`src/rtl/riscv_rf_pkg.sv`:
```
// Shared types for the regfile write path: data/address widths and the
// write-request record carried through the writeback stage register.
package riscv_rf_pkg;

  localparam int XLEN = 32;
  localparam int NREG = 32;
  localparam int AW   = $clog2(NREG);

  typedef logic [AW-1:0]   rf_addr_t;
  typedef logic [XLEN-1:0] rf_data_t;

  typedef struct packed {
    logic     vld;
    rf_addr_t addr;
    rf_data_t data;
  } rf_wr_t;

  // One-hot decode of a register index into an NREG-wide mask.
  function automatic logic [NREG-1:0] onehot_dec(input rf_addr_t addr);
    logic [NREG-1:0] mask;
    mask = {NREG{1'b0}};
    for (int i = 0; i < NREG; i++) begin
      if (addr == rf_addr_t'(i)) begin
        mask[i] = 1'b1;
      end else begin
        mask[i] = 1'b0;
      end
    end
    return mask;
  endfunction

endpackage

```
`src/rtl/regfile_wr_arbiter_rr_arb2.sv`:
```
// Two-way round-robin arbiter. Grants are combinational; the pointer names
// the source favoured on the next contended cycle and moves to the loser
// after each contended grant.
module rr_arb2 #(
  parameter bit RR_INIT = 1'b0
) (
  input  logic       clk,
  input  logic       rst_n,
  input  logic       en,
  input  logic [1:0] req,
  output logic [1:0] gnt
);

  logic rr_ptr_r;
  logic [1:0] gnt_s;

  // Grant selection: a lone requester always wins, contention follows rr_ptr_r.
  always_comb begin
    gnt_s = 2'b00;
    if (!en) begin
      gnt_s = 2'b00;
    end else begin
      case (req)
        2'b01:   gnt_s = 2'b01;
        2'b10:   gnt_s = 2'b10;
        2'b11:   gnt_s = rr_ptr_r ? 2'b10 : 2'b01;
        default: gnt_s = 2'b00;
      endcase
    end
  end

  // Pointer update: after a contended grant, favour the source that lost.
  always_ff @(posedge clk or negedge rst_n) begin
    if (!rst_n) begin
      rr_ptr_r <= RR_INIT;
    end else if (en && (req == 2'b11)) begin
      rr_ptr_r <= gnt_s[0];
    end else begin
      rr_ptr_r <= rr_ptr_r;
    end
  end

  assign gnt = gnt_s;

endmodule

```
`src/rtl/regfile_wr_arbiter.sv`:
```
// Writeback arbiter in front of the regfile write port. Two sources compete
// for one write per cycle; the winner is staged for one cycle and written on
// the following edge, while the staged write is forwarded to both read ports.
module regfile_wr_arbiter
  import riscv_rf_pkg::*;
#(
  parameter bit RR_INIT = 1'b0
) (
  input  logic            clk,
  input  logic            rst_n,
  input  logic            freeze,
  input  logic            s0_valid,
  output logic            s0_ready,
  input  logic [AW-1:0]   s0_addr,
  input  logic [XLEN-1:0] s0_data,
  input  logic            s1_valid,
  output logic            s1_ready,
  input  logic [AW-1:0]   s1_addr,
  input  logic [XLEN-1:0] s1_data,
  output logic            rf_we3,
  output logic [AW-1:0]   rf_a3,
  output logic [XLEN-1:0] rf_wd3,
  input  logic [AW-1:0]   ra1,
  input  logic [AW-1:0]   ra2,
  output logic            byp1_hit,
  output logic [XLEN-1:0] byp1_data,
  output logic            byp2_hit,
  output logic [XLEN-1:0] byp2_data,
  output logic [NREG-1:0] pend_mask
);

  logic [1:0]      gnt_s;
  rf_wr_t          wr_nxt_s;
  rf_wr_t          wr_r;
  logic            we_s;
  logic            hit1_s;
  logic            hit2_s;
  logic [NREG-1:0] pend_s;

  rr_arb2 #(
    .RR_INIT (RR_INIT)
  ) u_arb (
    .clk   (clk),
    .rst_n (rst_n),
    .en    (~freeze),
    .req   ({s1_valid, s0_valid}),
    .gnt   (gnt_s)
  );

  // Next stage contents: the granted request, or an empty slot.
  always_comb begin
    wr_nxt_s = '0;
    if (gnt_s[0]) begin
      wr_nxt_s.vld  = 1'b1;
      wr_nxt_s.addr = s0_addr;
      wr_nxt_s.data = s0_data;
    end else if (gnt_s[1]) begin
      wr_nxt_s.vld  = 1'b1;
      wr_nxt_s.addr = s1_addr;
      wr_nxt_s.data = s1_data;
    end else begin
      wr_nxt_s = '0;
    end
  end

  // Stage register: reloads every edge, reset discards any in-flight write.
  always_ff @(posedge clk or negedge rst_n) begin
    if (!rst_n) begin
      wr_r <= '0;
    end else begin
      wr_r <= wr_nxt_s;
    end
  end

  // x0 filter, bypass compare and pending-register decode off the staged write.
  always_comb begin
    we_s   = wr_r.vld && (wr_r.addr != {AW{1'b0}});
    hit1_s = 1'b0;
    hit2_s = 1'b0;
    pend_s = {NREG{1'b0}};
    if (we_s) begin
      hit1_s = (ra1 == wr_r.addr);
      hit2_s = (ra2 == wr_r.addr);
      pend_s = onehot_dec(wr_r.addr);
    end else begin
      hit1_s = 1'b0;
      hit2_s = 1'b0;
      pend_s = {NREG{1'b0}};
    end
  end

  assign s0_ready  = gnt_s[0];
  assign s1_ready  = gnt_s[1];
  assign rf_we3    = we_s;
  assign rf_a3     = wr_r.addr;
  assign rf_wd3    = wr_r.data;
  assign byp1_hit  = hit1_s;
  assign byp1_data = hit1_s ? wr_r.data : {XLEN{1'b0}};
  assign byp2_hit  = hit2_s;
  assign byp2_data = hit2_s ? wr_r.data : {XLEN{1'b0}};
  assign pend_mask = pend_s;

endmodule

```
`config.mk`:
```
export PLATFORM = sky130hd
export DESIGN_NAME = regfile_wr_arbiter
export DESIGN_NICKNAME = d
export VERILOG_FILES = /design/src/rtl/riscv_rf_pkg.sv /design/src/rtl/regfile_wr_arbiter_rr_arb2.sv /design/src/rtl/regfile_wr_arbiter.sv
export SDC_FILE = /design/constraint.sdc
export NUM_CORES = 1
export LEC_CHECK = 0
export BUFFER_PORTS_ARGS = -buffer_cell sky130_fd_sc_hd__clkbuf_2
export CAP_MARGIN = 0
export CORE_MARGIN = 10
export CORE_UTILIZATION = 40
export CTS_BUF_LIST = sky130_fd_sc_hd__clkbuf_16
export DETAILED_ROUTE_END_ITERATION = 7
export MAX_ROUTING_LAYER = met4
export PLACE_DENSITY_LB_ADDON = 0.12
export REMOVE_ABC_BUFFERS = 1
export SYNTH_ARGS = -nofsm -noshare
export SYNTH_HDL_FRONTEND = slang
export SYNTH_SLANG_ARGS = --single-unit
```
`constraint.sdc`:
```
create_clock -name clk -period 2.23 [get_ports clk]
set_input_delay 0.223 -clock clk [delete_from_list [all_inputs] [get_ports clk]]
set_output_delay 0.223 -clock clk [all_outputs]
set_load 0.01 [all_outputs]
```
# --- Yosys cells after proc, flatten, opt, wreduce, memory -nomap -nowiden ---
# Cells that the tools add are included.
totals:
  inputBits: 89
  regBits: 39
  out_inout_bits: 138
  elab_cells: 87
classes:
  eq_ne: 36
  n_bitwise: 1
  n_reduce_logical: 4
  muxes: 42
op_table:
  columns: ["op", "n"]
  rows:
  - ["32-bit two-way mux", 3]
  - ["5-bit == test, second input constant", 16]
  - ["38-bit two-way mux", 2]
  - ["5-bit by 4-bit == test with 1-bit output, second input constant", 8]
  - ["1-bit two-way mux", 34]
  - ["5-bit by 3-bit == test with 1-bit output, second input constant", 4]
  - ["5-bit by 2-bit == test with 1-bit output, second input constant", 2]
  - ["5-bit == test", 2]
  - ["2-bit case mux with 3 select lines", 1]
  - ["5-bit by 1-bit == test with 1-bit output, second input constant", 1]
  - ["5-bit logical NOT", 1]
  - ["5-bit nonzero test", 1]
  - ["2-bit == test, second input constant", 2]
  - ["2-bit two-way mux", 2]
  - ["2-bit by 1-bit == test with 1-bit output, second input constant", 1]
  - ["1-bit logical AND", 2]
  - ["1-bit NOT", 1]

# --- Depth between registers and ports, before layout ---
depth:
  ltp_word: 5
  depth_mapped: 6
  ltp_nobuf: 3

# --- Modules after synthesis ---
# A second synthesis with hierarchy kept.
hier_totals:
  hier_cells: 330
  area_unflattened_um2: 2715.1
modules_own_cells:
  columns: ["mod", "area_each_um2", "cells_each", "n_inst", "seq_area_each_um2"]
  rows:
  - ["regfile_wr_arbiter", 2655.0, 322, 1, 950.9]
  - ["rr_arb2", 60.1, 8, 1, 25.0]

# --- Worst setup path before layout ---
# No wires, ideal clock.
synth_timing:
  kind: "register to output"
  start: "reg wr_r, in the netlist rf_a3[0]"
  end: "out byp1_data[28]"
  path_slack_ns: 0.437
  arrival_time_ns: 1.570
  t_required_ns: 2.007
  n_path_buf: 3
  stages_incl_launch_ff: 7
  cell_sequence: "dfrtp_1 -> buf_2 -> xnor2_1 -> nand2_1 -> buf_2 -> buf_6 -> nor4_1"
synth_between:
  elab_chain_cells: 4
  elab_cells_between_ends: 5
  classes_between: "eq/ne: 1; mux: 2; reduce/logical: 2"
synth_rtl:
  columns: ["item", "line", "source"]
  rows:
  - ["start: declaration", "regfile_wr_arbiter.sv:34", "rf_wr_t wr_r;"]
  - ["start signal: assignment", "regfile_wr_arbiter.sv:71", "wr_r <= wr_nxt_s;"]
  - ["5-bit nonzero test", "regfile_wr_arbiter.sv:77", "we_s = wr_r.vld && (wr_r.addr != {AW{1'b0}});"]
  - ["1-bit logical AND", "regfile_wr_arbiter.sv:77", null]
  - ["1-bit two-way mux *", "regfile_wr_arbiter.sv:81", "if (we_s) begin"]
  - ["32-bit two-way mux *", "regfile_wr_arbiter.sv:98", "assign byp1_data = hit1_s ? wr_r.data : {XLEN{1'b0}};"]
  - ["end: declaration", "regfile_wr_arbiter.sv:26", "output logic [XLEN-1:0] byp1_data,"]
# Every way passes the cells marked *; elsewhere a longest branch is shown, timed or not.

# --- Final worst setup path ---
layout_timing:
  start: "reg wr_r, in the netlist rf_a3[1]"
  end: "out byp1_data[22]"
# The elaborated chain is that of the path after synthesis.

==> flow_summary.toml <==
[route]
wirelength_um = 11700
avgViaCountPerCell = 5.40
post_drt_wl_per_cell_um = 19.6
ant_nets = 0
drc = 0
dr.first_iter.drc_count = 129
via_count = 3221
firstDrtPassIters = 4

[cells_and_area]
postLayoutCellArea_um2 = 4100
final_nets = 606
diodes = 0
fillers = 648
area_growth_pct = 48.2
drive_gt1_share_pct = 54.2

[flow_run]
max-cap-violations = 0

[synthesis]
synth_top_cell_by_area = "dfrtp_1"
yosys.cell_types.count = 25
synth_edf_count = 0
ys.flop_type = "dfrtp_1"
synth_area_um2 = 2770
ys_seq_area_share_pct = 35.3
synth.top_cell.area_share_pct = 35.3
avgSynthCellArea_um2 = 8.43
ys_seq_elements = 39
synthArstFlopShare_pct = 100
synth_top_cells_by_count = "nor4_1, nand2_1, buf_4, dfrtp_1, a22o_1"
netlist_top_cells_area = "dfrtp_1, nor4_1, a22o_1, buf_4, nand2_1"
synth.most_common_cell = "nor4_1"
yosysWarnings = 0
syn_inst = 328

[floorplanning]
ioPinCount = 227
die_x_um = 103
fp.dieArea_um2 = 10600
core_area_um2 = 6760
die_h_um = 103
num_rows = 30
start_util_pct = 40.9

[timing]
slew_viol_final = 0
hold_ws_ps = 87.4
fin_skew_ps = 4.77
fin_crit_ps = 2230
timing.final.crit_share_pct = 100
tightest_slew_ps = 954
hold_violations = 0
relSlewSlack_pct = 36.4
rsz0062_at_grt = "yes"
setup_viol = 0
fmax_mhz = 449
timing.final.ws_setup_ps = 0.630

[pwr]
vdd_ir_drop_max_mv = 0.412
p_leak_nw = 2.06
powerDensity_nw_per_um2 = 640

[global_route]
grt_pass1_vias = 3234
grt_max_degree = 40
grt_usage_pct = 20.8
grt_remaining_overflow = 0
grt_pass1_wl_um = 16800
antenna_found_initial = 0

[clock_tree]
cts.sinks = 39
root_buffer = "clkbuf_16"
numCtsBuffers = 5
postCtsHoldBufs = 0
clockBufferDepth = 2
cts_tree = "done"
h-tree-depth = 2
clk_pin_slew_ps = 50
clock_latency_ps = 280

[setup_path]
path_max_fanout = 6
cp.required_ps = 2010
crit_type = "reg -> out"
startpoint_type = "register"
arrival_ps = 2010
end_kind = "primary output"

[placed_design]
place_area_um2 = 3690
portBuffers = 225
place_hpwl_um = 9250
pre_cts_slack_ps = 220
routabilityCongestion = 0.829

[run_status]
status = "complete, no violations"

[worst_hold_path]
hold_path_class = "in -> async"
-- cells in the final DEF (no fill, tap or decap), types with 2 or more instances in the layout --
master	n
clkbuf_2	221
nor4_1	57
nand2_1	40
dfrtp_1	38
a22o_1	37
nor2_1	28
buf_4	19
xnor2_1	9
nor3_1	9
buf_6	8
nor4_2	7
nand2b_1	7
clkbuf_16	5
nand3_1	4
buf_2	4
nor2b_1	3
xor2_4	2
nand4b_1	2
-- registers in the layout, indices dropped and copies added, names as in the netlist --
name            flops
rf_wd3             32
rf_a3               5
u_arb.rr_ptr_r      1
wr_r                1
-- path summary, 6_finish.rpt --
path / start / to / slack [ps] / depth (start not counted)
hold / removal: rst_n / rf_wd3[26] / 90 / 1
max in group asynchronous: rst_n / rf_a3[3] / 1480 / 1
setup reg to reg: u_arb.rr_ptr_r / rf_wd3[2] / 680 / 3
hold reg to reg: u_arb.rr_ptr_r / u_arb.rr_ptr_r / 570 / 1
setup / recovery: rf_a3[1] / byp1_data[22] / 0.6 / 6
min in group clk: s0_data[4] / rf_wd3[4] / 160 / 2
-- where the power goes --
part | internal (W) | switching [W]
combinational | 0.000386 | 0.000582
clock | 0.000521 | 0.000266
sequential | 0.000797 | 0.0000703
total | 0.00170 | 0.000919
-- worst max-delay path, stage by stage, from the launching register on --
cell and delay (ps):
dfrtp_1 420, or4_4 590, o211ai_4 270, buf_6 160, buf_16 110, nor4_1 50, clkbuf_2 130
-- stage by stage --
stage	instances	utilization [%]	power (W)	TNS, ps
after floorplan	256	-	0.00129	-33880
after CTS	596	59.3	0.00260	-957
after global routing	597	60.6	0.00275	-1480
after global placement	580	54.6	0.00170	0
final	597	60.6	0.00262	0
after detailed placement	580	54.6	0.00172	0
-- area by class of cell --
cell class / count / area (µm²) / share of cell area (%)
Clock inverter: 2 / 37.5 / 0.916
Tap cell: 80 / 100 / 2.44
Clock buffer: 5 / 125 / 3.05
Multi-Input combinational cell: 218 / 1470 / 35.9
Timing Repair Buffer: 253 / 1390 / 33.8
Sequential cell: 39 / 977 / 23.8
-- logic make-up after synthesis --
kind of cell | count (synthesis) | share of synthesized area [%]
xor+xnor | 13 | 4.12
compound gates | 40 | 12.8
simple gates | 163 | 30.5
other cells | 1 | 0.136
buf+inv | 72 | 17.1
flops | 39 | 35.3
-- repair_timing --
item,4_1_cts,5_1_grt
pin swaps,1,3
endpoints found under the setup margin,51,57
buffers inserted,8,2
hold endpoints to repair,0,0
gates cloned,2,1
resized for setup,12,21
-- routing by layer --
layer | track usage [%] | vias to the layer above | wire [µm]
li1 | - | 1535 | -
met1 | 22.7 | 1501 | 4590
met2 | 36.2 | 171 | 5920
met3 | 6.43 | 14 | 1060
met4 | 4.92 | 0 | 136
met5 | - | - | 0
Note: power is estimated with default switching activity, not from simulation.
